**src/rtl/freqdetect_topk.sv**
```systemverilog
// Top-K spectral peak detector: after each FFT frame, scans a bin window of the FFT RAM and
// keeps a sorted list of the strongest L1-magnitude bins above a programmable threshold.
module freqdetect_topk #(
    parameter int DATA_W = 28,
    parameter int ADDR_W = 10,
    parameter int TOPK   = 4,
    parameter int BIN_LO = 1,
    parameter int BIN_HI = 511,
    parameter int RD_LAT = 1,
    localparam int MAG_W = DATA_W/2 + 1,
    localparam int NPK_W = $clog2(TOPK+1)
) (
    input  logic                   clk,
    input  logic [3:0]             KEY,
    input  logic                   fftdone,
    input  logic [MAG_W-1:0]       thresh,
    input  logic [DATA_W-1:0]      ramq,
    output logic [ADDR_W-1:0]      ramaddr,
    output logic                   busy,
    output logic                   detectdone,
    output logic [ADDR_W-1:0]      maxbin,
    output logic [TOPK*ADDR_W-1:0] peakbins,
    output logic [TOPK*MAG_W-1:0]  peakmags,
    output logic [NPK_W-1:0]       npeaks
);
    localparam int HALF_W = DATA_W/2;
    localparam int DCNT_W = $clog2(RD_LAT+2);

    typedef enum logic [1:0] {IDLE, SCAN, DRAIN, DONE} state_t;

    logic rst_n;
    logic unused_key;
    assign rst_n      = KEY[0];
    assign unused_key = &{1'b0, KEY[3:1]};

    state_t            state, state_nxt;
    logic              pending, pending_nxt;
    logic              scan_start;
    logic [DCNT_W-1:0] drain_cnt;
    logic [MAG_W-1:0]  thr_q;

    always_ff @(posedge clk or negedge rst_n) begin
        if (!rst_n) begin
            state   <= IDLE;
            pending <= 1'b0;
        end else begin
            // NOTE: sequential state uses non-blocking assignments so every register samples pre-edge values.
            state   <= state_nxt;
            pending <= pending_nxt;
        end
    end

    // NOTE: defaults at the top of every combinational block keep all paths assigned, so no latches.
    always_comb begin
        state_nxt   = state;
        pending_nxt = pending;
        case (state)
            IDLE:  if (fftdone) state_nxt = SCAN;
            SCAN: begin
                pending_nxt = pending | fftdone;
                if (ramaddr == ADDR_W'(BIN_HI)) state_nxt = DRAIN;
            end
            DRAIN: begin
                pending_nxt = pending | fftdone;
                if (drain_cnt == DCNT_W'(RD_LAT)) state_nxt = DONE;
            end
            DONE: begin
                pending_nxt = 1'b0;
                state_nxt   = (pending | fftdone) ? SCAN : IDLE;
            end
            default: state_nxt = IDLE;
        endcase
    end

    always_comb begin
        busy       = (state != IDLE);
        detectdone = (state == DONE);
    end

    assign scan_start = (state_nxt == SCAN) && (state != SCAN);

    always_ff @(posedge clk or negedge rst_n) begin
        if (!rst_n) begin
            ramaddr   <= '0;
            drain_cnt <= '0;
        end else begin
            if (scan_start)
                ramaddr <= ADDR_W'(BIN_LO);
            else if (state == SCAN && ramaddr != ADDR_W'(BIN_HI))
                ramaddr <= ramaddr + ADDR_W'(1);
            drain_cnt <= (state == DRAIN) ? drain_cnt + DCNT_W'(1) : '0;
        end
    end

    // Bin index delayed to line up with the RAM read data.
    logic [ADDR_W-1:0] d_bin [RD_LAT];
    logic [RD_LAT-1:0] d_vld;

    always_ff @(posedge clk or negedge rst_n) begin
        if (!rst_n) begin
            d_vld <= '0;
            for (int i = 0; i < RD_LAT; i++) d_bin[i] <= '0;
        end else begin
            d_vld[0] <= (state == SCAN);
            d_bin[0] <= ramaddr;
            for (int i = 1; i < RD_LAT; i++) begin
                d_vld[i] <= d_vld[i-1];
                d_bin[i] <= d_bin[i-1];
            end
        end
    end

    // One extra bit of headroom makes |-2^(HALF_W-1)| exact.
    logic signed [MAG_W-1:0] re_x, im_x;
    logic [MAG_W-1:0]        abs_re, abs_im;
    logic                    m_vld;
    logic [ADDR_W-1:0]       m_bin;
    logic [MAG_W-1:0]        m_mag;

    assign re_x   = MAG_W'($signed(ramq[DATA_W-1:HALF_W]));
    assign im_x   = MAG_W'($signed(ramq[HALF_W-1:0]));
    assign abs_re = re_x[MAG_W-1] ? MAG_W'(-re_x) : MAG_W'(re_x);
    assign abs_im = im_x[MAG_W-1] ? MAG_W'(-im_x) : MAG_W'(im_x);

    always_ff @(posedge clk or negedge rst_n) begin
        if (!rst_n) begin
            m_vld <= 1'b0;
            m_bin <= '0;
            m_mag <= '0;
        end else begin
            m_vld <= d_vld[RD_LAT-1];
            m_bin <= d_bin[RD_LAT-1];
            m_mag <= abs_re + abs_im;
        end
    end

    logic [ADDR_W-1:0] l_bin [TOPK], sh_bin [TOPK], n_bin [TOPK];
    logic [MAG_W-1:0]  l_mag [TOPK], sh_mag [TOPK], n_mag [TOPK];
    logic [NPK_W-1:0]  l_cnt, n_cnt;
    logic [TOPK-1:0]   gt, gt_prev;
    logic              qual;

    // gt is monotone over the descending list; the new entry lands at its first set bit.
    always_comb begin
        qual = m_vld && (m_mag > thr_q);
        for (int r = 0; r < TOPK; r++) gt[r] = qual && (m_mag > l_mag[r]);
        gt_prev   = gt << 1;
        sh_bin[0] = '0;
        sh_mag[0] = '0;
        for (int r = 1; r < TOPK; r++) begin
            sh_bin[r] = l_bin[r-1];
            sh_mag[r] = l_mag[r-1];
        end
        for (int r = 0; r < TOPK; r++) begin
            n_bin[r] = l_bin[r];
            n_mag[r] = l_mag[r];
            if (gt[r] && !gt_prev[r]) begin
                n_bin[r] = m_bin;
                n_mag[r] = m_mag;
            end else if (gt[r]) begin
                n_bin[r] = sh_bin[r];
                n_mag[r] = sh_mag[r];
            end
        end
        n_cnt = l_cnt;
        if (gt[TOPK-1] && l_cnt != NPK_W'(TOPK)) n_cnt = l_cnt + NPK_W'(1);
    end

    always_ff @(posedge clk or negedge rst_n) begin
        if (!rst_n) begin
            // NOTE: the list arrays are reset explicitly because unused ranks must read back as zero.
            for (int r = 0; r < TOPK; r++) begin
                l_bin[r] <= '0;
                l_mag[r] <= '0;
            end
            l_cnt <= '0;
            thr_q <= '0;
        end else if (scan_start) begin
            for (int r = 0; r < TOPK; r++) begin
                l_bin[r] <= '0;
                l_mag[r] <= '0;
            end
            l_cnt <= '0;
            thr_q <= thresh;
        end else begin
            for (int r = 0; r < TOPK; r++) begin
                l_bin[r] <= n_bin[r];
                l_mag[r] <= n_mag[r];
            end
            l_cnt <= n_cnt;
        end
    end

    // Results are published on the edge entering DONE, including the final insertion.
    always_ff @(posedge clk or negedge rst_n) begin
        if (!rst_n) begin
            maxbin   <= '0;
            peakbins <= '0;
            peakmags <= '0;
            npeaks   <= '0;
        end else if (state_nxt == DONE) begin
            maxbin <= n_bin[0];
            npeaks <= n_cnt;
            for (int r = 0; r < TOPK; r++) begin
                peakbins[r*ADDR_W +: ADDR_W] <= n_bin[r];
                peakmags[r*MAG_W +: MAG_W]   <= n_mag[r];
            end
        end
    end

endmodule

```
**config.mk**
```make
export PLATFORM = sky130hd
export DESIGN_NAME = freqdetect_topk
export DESIGN_NICKNAME = d
export VERILOG_FILES = /design/src/rtl/freqdetect_topk.sv
export SDC_FILE = /design/constraint.sdc
export NUM_CORES = 1
export LEC_CHECK = 0
export ABC_AREA = 1
export BUFFER_PORTS_ARGS = -buffer_cell sky130_fd_sc_hd__buf_2
export CAP_MARGIN = 25
export CORE_ASPECT_RATIO = 0.75
export CORE_UTILIZATION = 30
export CTS_BUF_LIST = sky130_fd_sc_hd__clkbuf_2
export DETAILED_ROUTE_END_ITERATION = 6
export PLACE_DENSITY = 0.56
export RECOVER_POWER = 100
export SYNTH_ARGS = -nofsm -noshare
export SYNTH_HDL_FRONTEND = slang
export SYNTH_SLANG_ARGS = --single-unit
```
**constraint.sdc**
```tcl
create_clock -name clk -period 2.7 [get_ports clk]
set_clock_uncertainty 0.2 [all_clocks]
set_input_delay 0.405 -clock clk [delete_from_list [all_inputs] [get_ports clk]]
set_output_delay 0.405 -clock clk [all_outputs]
set_load 0.05 [all_outputs]
```
==> results of run 1 <==
-- metrics by stage --
stage,instances,power (mW)
global placement,2690,13.6
detailed placement,2690,13.8
CTS,2889,17.2
finish,2912,18.2
global route,2912,19.7
floorplan,1856,11.2
-- worst paths after layout --
check                           from      endpoint  cells past startpoint  slack (ns)
setup / recovery           m_mag[13]      l_bin[2]                     15        0.04
hold / removal              ramq[21]      m_mag[8]                      7        0.08
setup reg to reg           m_mag[13]      l_bin[2]                     15        0.04
hold reg to reg             d_bin[4]      m_bin[4]                      0        0.15
max in group asynchronous     KEY[0]  peakmags[32]                      4        0.51
min in group asynchronous     KEY[0]     l_bin[16]                      4        0.58
-- cell usage after synthesis (3+ instances only) --
master | instances | share of area [%]
nor2_4 | 3 | 0.22
a21oi_1 | 46 | 1.5
dfrtp_1 | 273 | 45
nor3_1 | 10 | 0.33
nand2_1 | 598 | 15
buf_2 | 33 | 1.1
buf_4 | 14 | 0.68
xnor2_1 | 8 | 0.46
o21ai_0 | 71 | 2.3
buf_8 | 5 | 0.49
xor2_1 | 31 | 1.8
clkbuf_1 | 22 | 0.54
nand3_1 | 135 | 4.4
ha_1 | 95 | 7.7
inv_1 | 236 | 5.8
buf_6 | 9 | 0.66
o21ai_1 | 10 | 0.33
buf_12 | 4 | 0.52
nand3_2 | 111 | 7.2
a21o_1 | 4 | 0.20
inv_2 | 4 | 0.098
nand4_1 | 9 | 0.37
nand3b_1 | 5 | 0.24
nor2_1 | 89 | 2.2
-- metal layers --
| metal | global-route usage, % | vias to the layer above | wire length, microns |
|---|---|---|---|
| li1 | - | 6595 | - |
| met1 | 24.2 | 6445 | 22000 |
| met2 | 25.7 | 387 | 20000 |
| met3 | 4.66 | 65 | 3390 |
| met4 | 5.35 | 0 | 916 |
| met5 | 0 | - | 0 |
-- flip-flops by register name, summed over array words and instances, names as in the netlist --
signal and cells:
l_bin 40, peakmags 60, m_bin 10, state 2
ramaddr 10, npeaks 3, m_vld 1, thr_q 15
peakbins 31, pending 1, m_mag 15, d_bin 10
d_vld 1, l_cnt 3, drain_cnt 2, l_mag 60
maxbin 9
-- layout make-up --
| cell class | instances | area [sq um] | area share [%] |
|---|---|---|---|
| tap | 657 | 822 | 4.22 |
| inverter | 241 | 912 | 4.69 |
| multi-input combinational | 1252 | 7360 | 37.8 |
| sequential | 273 | 6840 | 35.2 |
| timing repair buffer | 356 | 2820 | 14.5 |
| clock inverter | 28 | 186 | 0.958 |
| antenna | 1 | 2.50 | 0.0129 |
| clock buffer | 104 | 520 | 2.67 |
-- power by group through the flow --
stage	Sequential, mW	Clock, mW	Combinational [mW]
after floorplan	5.40	0	5.79
after global placement	5.48	0	8.11
after detailed placement	5.49	0	8.33
after CTS	5.43	3.26	8.49
after global routing	5.51	3.47	10.8
final	5.44	3.12	9.68
-- repair_timing --
item	4_1_cts	5_1_grt
pin swaps	0	24
setup endpoints to repair	55	180
gates resized for setup	6	108
endpoints found under the hold margin	328	1
gates cloned	0	7
hold buffers	67	1
buffers inserted	0	16
-- logic make-up after synthesis --
| family | Yosys count | share of synthesized area (%) |
|---|---|---|
| AO/OA/AOI/OAI | 142 | 4.88 |
| flip-flops | 273 | 44.5 |
| adder cells (fa/ha/maj) | 96 | 7.88 |
| XOR/XNOR | 39 | 2.23 |
| buffers and inverters | 331 | 9.95 |
| AND/OR/NAND/NOR | 975 | 30.6 |
-- layout by cell type (no fill, tap or decap), types with 55 or more instances in the layout --
| cell type | instances |
|---|---|
| buf_2 | 116 |
| buf_4 | 73 |
| clkbuf_2 | 108 |
| dfrtp_1 | 266 |
| dlygate4sd3_1 | 65 |
| ha_1 | 82 |
| inv_1 | 234 |
| nand2_1 | 586 |
| nand3_1 | 127 |
| nand3_2 | 118 |
| nor2_1 | 78 |
| o21ai_0 | 55 |
-- worst max-delay path, stage by stage, from the launching register on --
cell and delay, ns:
dfrtp_1 0.42, buf_4 0.15, ha_1 0.28, nand2_2 0.08, nor2_4 0.14, nand3_2 0.09
o21a_4 0.26, nand2_8 0.13, nor2_4 0.05, buf_12 0.13, buf_12 0.14, buf_4 0.14
nand3_1 0.06, nand3_1 0.10, nand2_1 0.08, inv_1 0.04
==> qor.csv, run 1 <==
stage;metric;value;unit
place;DP Area;0.0174;sq mm
finish;Nets;2345;
pwr;Sw Pwr;8.40;mW
pwr;Gate power share;53.0;%
place;gpl congestion;0.848;
pwr;Reg power frac;29.8;%
finish;fill count;5112;
synth;Post-Syn Area;0.0153;sq mm
finish;P&R area growth vs syn;26.8;%
clock_network;CTS max path bufs;3;
finish;post-layout util;38.7;%
status;status;finished, final reports clean;
worst_setup_path;critical path peak fanout;6;
sta;final setup TNS;0;ns
sta;Final Hold Fails;0;
routing;Initial DRC Count;822;
pwr;Max VDD drop;0.543;mV
synth;syn avg cell area;8.27;sq um
place;DP HPWL;31600;microns
floorplan;Die X;263;microns
routing;via/cell ratio;4.63;
synth;Post-synth EDFFs;0;
sta;PnR worst setup slack;0.0397;ns
floorplan;Die Ht;198;microns
global_route;vias in the first global route;13100;
synth;sequential area share after synthesis;44.5;%
place;IO Port Bufs;170;
worst_setup_path;Critical Path Source Type;flop;
routing;DR pass1 iterations;5;
worst_setup_path;Arr. time, crit path;3.26;ns
finish;post-route cell area;0.0195;sq mm
global_route;Tot GR Track Use;17.3;%
floorplan;I/O Pins;174;
clock_network;CTS tree;yes;
sta;fmax;376;MHz
pwr;clock network power share;17.1;%
routing;vias after detailed routing;13500;
global_route;initial antenna violation count;1;
sta;Final min period;2.66;ns
floorplan;Starting Density;30.5;%
floorplan;die area;0.0521;sq mm
finish;share of layout cells above drive strength 1;24.8;%
min_path;Hold Path Class;primary input to flop;
sta;Worst slew margin;19.4;%
sta;Slew Viols, Final;0;
clock_network;CTS Buf Count;76;
sta;final period utilization;98.5;%
sta;final hold slack;0.0771;ns
floorplan;Core Area;0.0503;sq mm
synth;asr flop ratio synth;100;%
pwr;Cell Pwr Density;937;mW/mm^2
pwr;sw frac;46.0;%
clock_network;clk root buf;clkbuf_2;
routing;average routed wire per standard cell;15.9;microns
pwr;Cell Int Power;9.84;mW
pwr;P_leak;10.7;nW
synth;Most used DFF post-synth;dfrtp_1;
routing;post-route ant nets;0;
sta;endpoints failing setup;0;
worst_setup_path;worst path required time;3.30;ns
global_route;largest net degree at the start of global routing;131;
floorplan;row count;71;
synth;Ys Warns;0;
sta;Worst-Margin Slew;1.21;ns
clock_network;Worst-Skew Late Latency;0.99;ns
sta;setup repair after global routing missed its margin;yes;
worst_setup_path;Setup crit end kind;flop;
global_route;global-route wire length before repair;71000;microns
routing;Routed WL;46300;microns
worst_setup_path;WS Path Type;flop to flop;
clock_network;CTS clk-pin slew, worst paths;0.10;ns
synth;synth unique cells;48;
place;worst slack at placement;-0.300;ns
flow_run;max_cap viols;0;
synth;syn_nets;2001;
clock_network;Sink Count;273;
synth;synthesized flop and latch total;273;
synth;Mapped Cells;1856;
routing;Residual DRC;0;
global_route;total gr overflow;0;
clock_network;H-tree depth;3;
(Power assumes the default switching activity.)
==> run 2: changes to the inputs <==
Settings changed: PLACE_DENSITY 0.56 to unset.
==> run 2 against run 1 <==
Core utilization is 0.18 points lower. Sequential share of layout area is 0.18 points higher. Count of clock-buffer cells in the layout is 1 lower. Global-route usage is 0.11 points lower. Via count is 0.36% higher. Critical path type is now primary input to flop. Largest power group unchanged. Maximum frequency hardly changed. Combinational power is 3.4% lower. Register-to-register slack better by 0.02 ns.
==> qor.csv, run 2 (synthesized netlist as in run 1, its figures left out) <==
stage;metric;value;unit
global_route;largest net degree at the start of global routing;90;
sta;Final min period;2.66;ns
place;IO Port Bufs;170;
floorplan;Core Area;0.0503;sq mm
global_route;total gr overflow;0;
clock_network;CTS clk-pin slew, worst paths;0.12;ns
pwr;sw frac;45.5;%
sta;endpoints failing setup;0;
pwr;Cell Pwr Density;934;mW/mm^2
sta;final setup TNS;0;ns
sta;final period utilization;98.5;%
sta;Worst slew margin;6.07;%
pwr;Sw Pwr;8.23;mW
floorplan;die area;0.0521;sq mm
floorplan;I/O Pins;174;
min_path;Hold Path Class;primary input to flop;
worst_setup_path;worst-path cell chain;dlygate4sd3_1 -> buf_2 -> inv_1 -> ha_1 -> nand2_1 -> o21ai_1 -> xnor2_1 -> ha_1 -> dlygate4sd3_1 -> buf_4 -> a31oi_4 -> o21ai_2 -> buf_4 -> xor2_1;
routing;post-route ant nets;0;
pwr;Reg power frac;29.9;%
clock_network;H-tree depth;3;
finish;P&R area growth vs syn;26.2;%
pwr;final total power;18.1;mW
global_route;Tot GR Track Use;17.2;%
finish;share of layout cells above drive strength 1;22.2;%
floorplan;Starting Density;30.5;%
pwr;Cell Int Power;9.86;mW
worst_setup_path;WS Path Type;primary input to flop;
status;status;finished, final reports clean;
sta;setup repair after global routing missed its margin;yes;
clock_network;Sink Count;273;
routing;DR pass1 iterations;5;
finish;biggest regs;l_mag: 60 flops, peakmags: 60 flops, l_bin: 40 flops;
place;gpl congestion;0.852;
routing;Routed WL;45000;microns
finish;post-layout util;38.5;%
floorplan;Die Ht;198;microns
clock_network;Worst-Skew Late Latency;0.97;ns
min_path;hold depth;7;
worst_setup_path;Setup crit end kind;flop;
worst_setup_path;critical path peak fanout;3;
pwr;P_leak;10.5;nW
clock_network;CTS Buf Count;76;
worst_setup_path;FF-to-FF path depth;15;
global_route;vias in the first global route;13200;
sta;Final Hold Fails;0;
clock_network;CTS max path bufs;3;
worst_setup_path;CP peak stage delay;0.56;ns
clock_network;CTS tree;yes;
sta;final hold slack;0.0608;ns
sta;Slew Viols, Final;0;
flow_run;max_cap viols;0;
pwr;clock network power share;18.4;%
global_route;global-route wire length before repair;71100;microns
sta;fmax;376;MHz
routing;vias after detailed routing;13500;
worst_setup_path;worst path required time;3.28;ns
routing;Initial DRC Count;984;
routing;via/cell ratio;4.63;
worst_setup_path;Critical Path Source Type;primary input;
floorplan;Die X;263;microns
place;DP HPWL;31700;microns
worst_setup_path;critical path's slowest cell;dlygate4sd3_1;
routing;Residual DRC;0;
finish;Nets;2355;
finish;most frequent cells in the layout;nand2_1, dfrtp_1, inv_1;
global_route;initial antenna violation count;1;
finish;commonest non-fill, non-tap cell in the layout;nand2_1;
sta;Worst-Margin Slew;1.41;ns
floorplan;row count;71;
worst_setup_path;Arr. time, crit path;3.24;ns
clock_network;clk root buf;clkbuf_2;
routing;average routed wire per standard cell;15.4;microns
pwr;Gate power share;51.7;%
pwr;Max VDD drop;0.479;mV
## run 2: repair_timing
action | 4_1_cts | 5_1_grt
hold buffers | 68 | 0
endpoints found under the setup margin | 50 | 205
buffers inserted | 0 | 15
gates resized for setup | 2 | 106
pin swaps | 0 | 23
hold endpoints to repair | 348 | 0
gates cloned | 0 | 5
## run 2: worst paths after layout
check / start / to / slack (ns)
worst max-delay path: ramq[14] / m_mag[8] / 0.04
worst min-delay path: ramq[21] / m_mag[10] / 0.06
worst max register to register: m_mag[0] / peakbins[10] / 0.06
worst min register to register: d_bin[1] / m_bin[1] / 0.13
max in group asynchronous: KEY[0] / thr_q[3] / 0.32
min in group asynchronous: KEY[0] / peakmags[9] / 0.70
## run 2: metal layers
metal	vias up	part of all wire [%]	global-route usage [%]	wire length, microns
li1	6633	-	-	-
met1	6495	48	24.2	21800
met2	343	43	25.4	19200
met3	70	6.9	4.39	3090
met4	0	2.0	5.59	918
met5	-	0	0	0
## run 2: final cells by class
class,count,area (sq um)
Antenna cell,1,2.50
Clock buffer,103,515
Clock inverter,31,251
Fill cell,5142,30900
Inverter,241,921
Multi-Input combinational cell,1252,7230
Sequential cell,273,6840
Tap cell,657,822
Timing Repair Buffer,366,2790
## run 2: stage by stage
| stage | setup WS, ns | instance area [sq um] | std cells |
|---|---|---|---|
| floorplan | 0.0146 | 15300 | 1856 |
| global placement | -0.292 | 17500 | 2702 |
| detailed placement | -0.345 | 17500 | 2702 |
| CTS | 0.00213 | 18900 | 2904 |
| global route | -0.0343 | 19400 | 2924 |
| finish | 0.0397 | 19400 | 2924 |
## run 2: power by group through the flow
| stage | Combinational [mW] | Clock [mW] | Sequential, mW |
|---|---|---|---|
| detailed placement | 8.23 | 0 | 5.46 |
| CTS | 8.40 | 3.46 | 5.39 |
| global route | 10.4 | 3.68 | 5.48 |
| finish | 9.35 | 3.32 | 5.41 |
| global placement | 8.02 | 0 | 5.45 |
| floorplan | 5.79 | 0 | 5.40 |
## run 2: worst max-delay path: cells and delay by family
family / cells / cell delay (ns)
buffers and inverters: 6 / 1.59
adder cells (fa/ha/maj): 2 / 0.46
AO/OA/AOI/OAI: 3 / 0.43
XOR/XNOR: 2 / 0.27
AND/OR/NAND/NOR: 1 / 0.08
